### config.mk
export PLATFORM = sky130hd
export DESIGN_NAME = sms_latch_driver_flat
export DESIGN_NICKNAME = d
export VERILOG_FILES = /design/src/rtl/sms_latch_driver_if.sv /design/src/rtl/sms_latch_driver.sv /design/src/flat_wrapper.sv
export SDC_FILE = /design/constraint.sdc
export NUM_CORES = 1
export LEC_CHECK = 0
export ABC_CLOCK_PERIOD_IN_PS = 1650
export CORE_MARGIN = 3
export CORE_UTILIZATION = 29
export DETAILED_ROUTE_END_ITERATION = 6
export PLACE_DENSITY_LB_ADDON = 0.25
export SLEW_MARGIN = 20
export SYNTH_ARGS = -nofsm -noshare
export SYNTH_HDL_FRONTEND = slang
export SYNTH_SLANG_ARGS = --single-unit
### constraint.sdc
create_clock -name clk -period 1.65 [get_ports clk]
set_clock_uncertainty 0.05 [all_clocks]
set_input_delay 0.33 -clock clk [delete_from_list [all_inputs] [get_ports clk]]
set_output_delay 0.33 -clock clk [all_outputs]
set_load 0.05 [all_outputs]
### src/rtl/sms_latch_driver_if.sv
// Command handshake between the sequencer and the latch driver.
// One command in flight; the master holds valid/ch/op until it sees ready at an edge.
interface sms_latch_driver_if;
  logic cmd_valid;
  logic cmd_ready;
  logic cmd_ch;
  logic cmd_op;

  modport master (output cmd_valid, output cmd_ch, output cmd_op, input cmd_ready);
  modport slave  (input cmd_valid, input cmd_ch, input cmd_op, output cmd_ready);
endinterface

### src/rtl/sms_latch_driver.sv
// Pulses one set/clear line of a two-channel latch card, then reads back its state.
// done at PULSE+SETTLE+2 after accept; ready stays low until the command retires.
module sms_latch_driver #(
  parameter int unsigned PULSE_CYCLES  = 4,
  parameter int unsigned SETTLE_CYCLES = 8
) (
  input  logic                clk,
  input  logic                r,
  sms_latch_driver_if.slave   cmd,
  output logic [1:0]          set_n,
  output logic [1:0]          clr_n,
  input  logic [1:0]          fb_true,
  input  logic [1:0]          fb_comp,
  output logic                done,
  output logic                done_ok,
  output logic [1:0]          err_code
);

  typedef enum logic [2:0] {
    S_IDLE,
    S_PULSE,
    S_SETTLE,
    S_CHECK,
    S_DONE
  } state_t;

  localparam logic [7:0] PULSE_LD  = 8'(PULSE_CYCLES - 1);
  localparam logic [7:0] SETTLE_LD = 8'(SETTLE_CYCLES - 1);

  state_t     state_q, state_d;
  logic [7:0] cnt_q, cnt_d;
  logic       ch_q, ch_d;
  logic       op_q, op_d;
  logic [1:0] set_n_q, set_n_d;
  logic [1:0] clr_n_q, clr_n_d;
  logic       ready_q, ready_d;
  logic       done_q, done_d;
  logic       ok_q, ok_d;
  logic [1:0] err_q, err_d;

  // Feedback is asynchronous to clk; two flops per bit before use.
  logic [1:0] ft_meta_q, ft_sync_q;
  logic [1:0] fc_meta_q, fc_sync_q;
  logic       fb_t, fb_c;

  assign fb_t = ft_sync_q[ch_q];
  assign fb_c = fc_sync_q[ch_q];

  always_ff @(posedge clk or negedge r) begin
    if (!r) begin
      ft_meta_q <= 2'b00;
      ft_sync_q <= 2'b00;
      fc_meta_q <= 2'b00;
      fc_sync_q <= 2'b00;
    end else begin
      ft_meta_q <= fb_true;
      ft_sync_q <= ft_meta_q;
      fc_meta_q <= fb_comp;
      fc_sync_q <= fc_meta_q;
    end
  end

  always_ff @(posedge clk or negedge r) begin
    if (!r) begin
      state_q <= S_IDLE;
      cnt_q   <= 8'd0;
      ch_q    <= 1'b0;
      op_q    <= 1'b0;
      set_n_q <= 2'b11;
      clr_n_q <= 2'b11;
      ready_q <= 1'b1;
      done_q  <= 1'b0;
      ok_q    <= 1'b0;
      err_q   <= 2'b00;
    end else begin
      state_q <= state_d;
      cnt_q   <= cnt_d;
      ch_q    <= ch_d;
      op_q    <= op_d;
      set_n_q <= set_n_d;
      clr_n_q <= clr_n_d;
      ready_q <= ready_d;
      done_q  <= done_d;
      ok_q    <= ok_d;
      err_q   <= err_d;
    end
  end

  always_comb begin
    state_d = state_q;
    cnt_d   = cnt_q;
    ch_d    = ch_q;
    op_d    = op_q;
    done_d  = 1'b0;
    ok_d    = ok_q;
    err_d   = err_q;

    case (state_q)
      S_IDLE: begin
        if (cmd.cmd_valid && ready_q) begin
          ch_d    = cmd.cmd_ch;
          op_d    = cmd.cmd_op;
          cnt_d   = PULSE_LD;
          state_d = S_PULSE;
        end
      end
      S_PULSE: begin
        if (cnt_q == 8'd0) begin
          cnt_d   = SETTLE_LD;
          state_d = S_SETTLE;
        end else begin
          cnt_d = cnt_q - 8'd1;
        end
      end
      S_SETTLE: begin
        if (cnt_q == 8'd0) begin
          state_d = S_CHECK;
        end else begin
          cnt_d = cnt_q - 8'd1;
        end
      end
      S_CHECK: begin
        // true == comp means the latch is in its illegal state; that outranks a wrong value.
        state_d = S_DONE;
        done_d  = 1'b1;
        if (fb_t == fb_c) begin
          ok_d  = 1'b0;
          err_d = 2'b10;
        end else if (fb_t != op_q) begin
          ok_d  = 1'b0;
          err_d = 2'b01;
        end else begin
          ok_d  = 1'b1;
          err_d = 2'b00;
        end
      end
      S_DONE: begin
        state_d = S_IDLE;
      end
      default: begin
        state_d = S_IDLE;
      end
    endcase

    // Drive lines are decoded from the next state so they come straight off flops.
    set_n_d = 2'b11;
    clr_n_d = 2'b11;
    if (state_d == S_PULSE) begin
      if (op_d) begin
        set_n_d[ch_d] = 1'b0;
      end else begin
        clr_n_d[ch_d] = 1'b0;
      end
    end
    ready_d = (state_d == S_IDLE);
  end

  assign cmd.cmd_ready = ready_q;
  assign set_n         = set_n_q;
  assign clr_n         = clr_n_q;
  assign done          = done_q;
  assign done_ok       = ok_q;
  assign err_code      = err_q;

endmodule
### src/flat_wrapper.sv
// flat-port wrapper written by rule: the top's interface ports become plain ports
module sms_latch_driver_flat 
#(
  parameter int unsigned PULSE_CYCLES  = 4,
  parameter int unsigned SETTLE_CYCLES = 8
)
  (clk, r, set_n, clr_n, fb_true, fb_comp, done, done_ok, err_code, cmd_cmd_valid, cmd_cmd_ch, cmd_cmd_op, cmd_cmd_ready);
  sms_latch_driver_if cmd_i ();
  input  logic clk;
  input  logic r;
  output logic [1:0] set_n;
  output logic [1:0] clr_n;
  input  logic [1:0] fb_true;
  input  logic [1:0] fb_comp;
  output logic done;
  output logic done_ok;
  output logic [1:0] err_code;
  input wire logic [$bits(cmd_i.cmd_valid)-1:0] cmd_cmd_valid;
  input wire logic [$bits(cmd_i.cmd_ch)-1:0] cmd_cmd_ch;
  input wire logic [$bits(cmd_i.cmd_op)-1:0] cmd_cmd_op;
  output wire logic [$bits(cmd_i.cmd_ready)-1:0] cmd_cmd_ready;
  assign cmd_i.cmd_valid = cmd_cmd_valid;
  assign cmd_i.cmd_ch = cmd_cmd_ch;
  assign cmd_i.cmd_op = cmd_cmd_op;
  assign cmd_cmd_ready = cmd_i.cmd_ready;
  sms_latch_driver #(.PULSE_CYCLES(PULSE_CYCLES), .SETTLE_CYCLES(SETTLE_CYCLES)) u_core (.clk(clk), .r(r), .cmd(cmd_i), .set_n(set_n), .clr_n(clr_n), .fb_true(fb_true), .fb_comp(fb_comp), .done(done), .done_ok(done_ok), .err_code(err_code));
endmodule
## After elaboration in Yosys (flattened, before gate mapping)

Cells that the tools add are included.

| word-level totals | value |
|---|---|
| word-level logic and storage cells | 61 |
| output and inout port bits | 9 |
| bits in registers | 30 |
| input port bits | 9 |

| operators by class | value |
|---|---|
| bitwise logic cells | 1 |
| order comparisons | 3 |
| equality and inequality tests | 8 |
| reduce and logical (&&, ||, !) cells | 7 |
| multiplexer cells | 27 |
| $add $sub $neg | 1 |

Operators by type and width:

| cell | count |
|---|---|
| $mux W8 | 3 |
| $pmux W8 S3 | 1 |
| $mux W1 | 13 |
| $pmux W3 S4 | 1 |
| $mux W2 | 5 |
| $mux W3 | 3 |
| $logic_not A8 Y1 | 1 |
| $sub A8 B1 Y8 const B | 1 |
| $eq A3 B1 Y1 const B | 2 |
| $eq A3 B2 Y1 const B | 2 |
| $logic_not A3 Y1 | 2 |
| $lt A1 B2 Y1 const B | 2 |
| $reduce_and A3 Y1 | 1 |
| $reduce_bool A3 Y1 | 1 |
| $logic_and A1 B1 Y1 | 2 |
| $ne A2 B1 Y1 const B | 1 |
| $ne A2 B2 Y1 const B | 1 |
| $not A2 Y2 | 1 |
| $demux W1 S1 | 1 |
| $eq A1 B1 Y1 | 1 |
| $ge A1 B1 Y1 const B | 1 |
| $ne A1 B1 Y1 | 1 |

## Depth between registers and ports, before layout

| depth | value |
|---|---|
| word-level depth | 10 |
| depth in mapped cells | 6 |
| gate-level depth less buffers | 6 |

## Worst setup path after synthesis

OpenSTA, ideal clock, no wires.

| timing path | value |
|---|---|
| path type | reg-to-reg |
| start | register u_core.ready_q, in the netlist u_core.cmd.cmd_ready |
| end | register u_core.cnt_q[4] |
| clock period less this slack | 1.757 ns |
| path slack | -0.107 ns |
| required time | 1.521 ns |
| path buffers | 0 |
| setup time | 0.079 ns |
| stages on the path, launching flop included | 5 |
| arrival | 1.627 ns |
| path through | dfstp_2 a21oi_1 nand2b_1 a2111oi_1 mux2i_1 |

| between the ends | value |
|---|---|
| cells in the longest elaborated chain, start to end | 3 |

Ends and longest elaborated chain:

| element | RTL line | text |
|---|---|---|
| start: declaration | sms_latch_driver.sv:36 | `logic ready_q, ready_d;` |
| start signal: assignment | sms_latch_driver.sv:82 | `ready_q <= ready_d;` |
| $logic_and A1 B1 Y1 | sms_latch_driver.sv:100 | `if (cmd.cmd_valid && ready_q) begin` |
| $ne A2 B1 Y1 (no source line) | -- |  |
| $reduce_and A3 Y1 (no source line) | -- |  |
| end signal: assignment | sms_latch_driver.sv:77 | `cnt_q <= cnt_d;` |
| end: declaration | sms_latch_driver.sv:31 | `logic [7:0] cnt_q, cnt_d;` |

Every way passes these cells.
A chain may end at the register's enable or synchronous reset.

## Worst setup path in the final report

| timing path | value |
|---|---|
| start | register u_core.cnt_q[1] |
| end | register u_core.cnt_q[4] |

| between the ends | value |
|---|---|
| cells in the longest elaborated chain, start to end | 3 |
| elaborated cells between the ends (all ways) | 7 |
| classes of those cells | add/sub: 1; eq/ne: 1; mux: 3; reduce/logical: 2 |

Ends and longest elaborated chain:

| element | RTL line | text |
|---|---|---|
| $sub A8 B1 Y8 / $logic_not A8 Y1 (equally long branches) | -- |  |
| $mux W8 (tied with other cells) | sms_latch_driver.sv:116 | `if (cnt_q == 8'd0) begin` |
| $pmux W8 S3 / $reduce_and A3 Y1 (equally long branches) | -- |  |

Several ways; a longest one is shown, not always the timed one. The select of a mux whose other input is x is not followed.

==> run metrics <==
CP Launch Type=flip-flop; Net Sw Power=0.00155 W; drt first pass iters=4; Final GP Congestion=0.812; area of the mapped netlist=1320 um^2; RSZ-0062 raised after global routing=true; crit-path max cell delay=430 ps; Core Util, Final=a little under half; Hold WC Path Type=flip-flop to flip-flop; Num CTS Buffers=5; Synth Warn #=0; Layout area overhead=50.0%; Finish-stage setup viols=7; synthesized area per cell=11.6 um^2; Pleak=0.897 nW; internal power=0.00256 W; GRT Util Overall=11.9%; worst skew pair latency=between 200 and 300 ps; P per Cell Area=2070 nW/um^2; status=complete, but fails checks; starting density of the core=31.4%; number of enable flip-flop cells after synthesis=0; Bufs on Longest Clock Path=2; clock network power share=22.3%; Top FF cell, synth=dfrtp_1; row count=23; multi-input logic area=634 um^2; combinational power share=47.8%; Post-Route WL=around 2700 um; clk slew on worst S/H paths=around 70 ps; antenna diode instance count=0; hold buffer count at cts=0; first-pass GRT wire length=4820 um; # clock sinks=30; chip height=73.5 um; Worst setup EP type=flip-flop; Max IR drop VDD=around 0.72 mV; post-layout minimum cycle time=1670 ps; required time of the critical path=1760 ps; chip width=about 73 um; cell breakdown of the critical path=inv_2 -> ha_4 -> or3b_4 -> o21ai_4 -> a2111oi_4 -> mux2i_1; f_max=0.598 GHz; sequential fraction of the synthesis area=57.3%; Fin. Hold Viols=0; die area=5400 um^2; sequential share of power=29.8%; critical path's slowest cell=or3b_4; Routed WL per cell=13.1 um; Slew HR=76.0%; fill cell count=380; initial antenna violation count=0; Post-synth ARST share=between 90% and 100%; Remaining Overflow, GRT=0; Ports=18; flops & latches, synth=30; via/cell ratio=4.87; Yosys cell types=40; CTS H-tree depth=2; worst slack, placed=-244 ps; Mapped Nets=roughly 130; Critical Path AT=~1800 ps; pins over their slew limit=0; setup ws final=-23.4 ps; largest net degree at the start of global routing=31; Crit Path Max Fanout=4; fraction of layout cells with a size suffix above 1=37.8%; DRC=0; DRT antenna net count=0; layout net count=166; cell count after synthesis=114; Port Buf Inserts=17; sw frac=37.7%; register area=757 um^2; Core Area=approximately 4200 um^2; root buffer cell=clkbuf_8; Iter 0 DRT Violations=35; detailed-route via count=1,004; number of global-route vias before repair=1,052; dpl hpwl=~2000 um; failing checks=negative setup slack; number of max-cap violations=0; share of the clock period used by the worst path=101%; Crit Path Class=flip-flop to flip-flop; CTS tree=yes; worst-margin pin slew=357 ps
## cell usage after synthesis, types with 2 or more instances
master,count,area (um^2)
a21o_1,2,15.0
mux2i_1,9,90.1
o21ai_0,2,10.0
nor2b_1,2,12.5
a21oi_1,5,25.0
nor2_1,3,11.3
nand3b_1,5,37.5
nand2_1,7,26.3
nand3_1,8,40.0
ha_1,2,25.0
a211oi_1,2,15.0
inv_1,7,26.3
nand2b_1,3,18.8
dfstp_2,5,131
nor3_1,2,10.0
dfrtp_1,25,626
and3_1,2,12.5
## cell type report
cell class | count | area share (%)
clock inverters | 2 | 3.03
inverters | 7 | 1.33
clock buffers | 6 | 4.17
well taps | 50 | 3.16
flip-flops and latches | 30 | 38.2
repair buffers | 35 | 18.1
multi-input cells | 76 | 32.0
## timing repair
action	CTS	global route
endpoints found under the setup margin	9	11
pin swaps	5	2
resized for setup	14	4
cloned	0	0
buffers inserted	1	0
## critical path: cells and delay by family (launching register included)
| kind | cells | cell delay, ps |
|---|---|---|
| fa+ha+maj | 1 | 130 |
| buf+inv | 1 | 80 |
| compound gates | 2 | 330 |
| flops | 1 | 390 |
| simple gates | 1 | 430 |
| mux | 1 | 130 |
## metrics by stage
step / hold slack [ps] / cell area, um^2 / TNS, ps / instances / total power [W]
floorplan: -15.6 / 1330 / -51.2 / 114 / 0.00225
global placement: 284 / 1740 / -502 / 197 / 0.00299
global route: 314 / 1980 / -696 / 206 / 0.00437
detailed placement: 286 / 1740 / -722 / 197 / 0.00303
finish: 300 / 1980 / -80.0 / 206 / 0.00410
CTS: 302 / 1960 / -93.0 / 206 / 0.00412
## power groups by stage
| stage | Combinational, W | Clock (W) | Sequential (W) |
|---|---|---|---|
| after floorplan | 0.000717 | 0 | 0.00153 |
| after global placement | 0.00177 | 0 | 0.00122 |
| after detailed placement | 0.00180 | 0 | 0.00122 |
| after CTS | 0.00195 | 0.000943 | 0.00122 |
| after global routing | 0.00214 | 0.000979 | 0.00126 |
| final | 0.00196 | 0.000916 | 0.00122 |
## sequential cells by signal, indices dropped and copies added (netlist names)
name	flops
u_core.op_q	1
u_core.cmd.cmd_ready	1
u_core.done	1
u_core.fc_sync_q	2
u_core.ft_meta_q	2
u_core.fc_meta_q	2
u_core.cnt_q	8
u_core.state_q	3
u_core.set_n	2
u_core.ch_q	1
u_core.done_ok	1
u_core.ft_sync_q	2
u_core.clr_n	2
u_core.err_code	2
## layer usage
layer,track usage [%],vias up,part of all wire (%)
met2,19.1,16,51
li1,-,495,-
met5,0,-,0
met1,14.6,491,44
met3,4.24,2,4.2
met4,4.43,0,0.63
## kinds of logic (layout without fill, tap and decap cells)
family                   after synthesis  in the layout  share of synthesized area (%)
AO/OA/AOI/OAI                         20             20                           10.7
adder cells (fa/ha/maj)                2              2                           1.90
buffers and inverters                  8             50                           2.27
flip-flops                            30             30                           57.3
multiplexers                           9              9                           6.82
AND/OR/NAND/NOR                       45             45                           21.0
## worst paths after layout
path	slack, ps	depth (start not counted)	end	start
worst max-delay path	-20	6	u_core.cnt_q[4]	u_core.cnt_q[1]
worst min-delay path	300	0	u_core.fc_sync_q[1]	u_core.fc_meta_q[1]
worst max register to register	-20	6	u_core.cnt_q[4]	u_core.cnt_q[1]
worst min register to register	300	0	u_core.fc_sync_q[1]	u_core.fc_meta_q[1]
max in group asynchronous	950	2	u_core.set_n[0]	r
min in group asynchronous	360	2	u_core.cnt_q[4]	r
## layout by cell type, fill, tap and decap left out, types with 2 or more instances in the layout
master and count:
dfrtp_1 25, buf_4 21, mux2i_1 9, nand3_1 8
clkdlybuf4s50_1 8, nand2_1 7, clkbuf_8 6, buf_12 6
inv_1 5, nand3b_1 5, dfstp_2 5, nand2b_1 3
a21oi_2 3, inv_2 2, nor2b_1 2, and3_1 2
o21ai_0 2, a21oi_1 2, a211oi_2 2, a21o_1 2
nor2_1 2, bufinv_16 2
No activity file was read; power rests on OpenSTA's default activity.
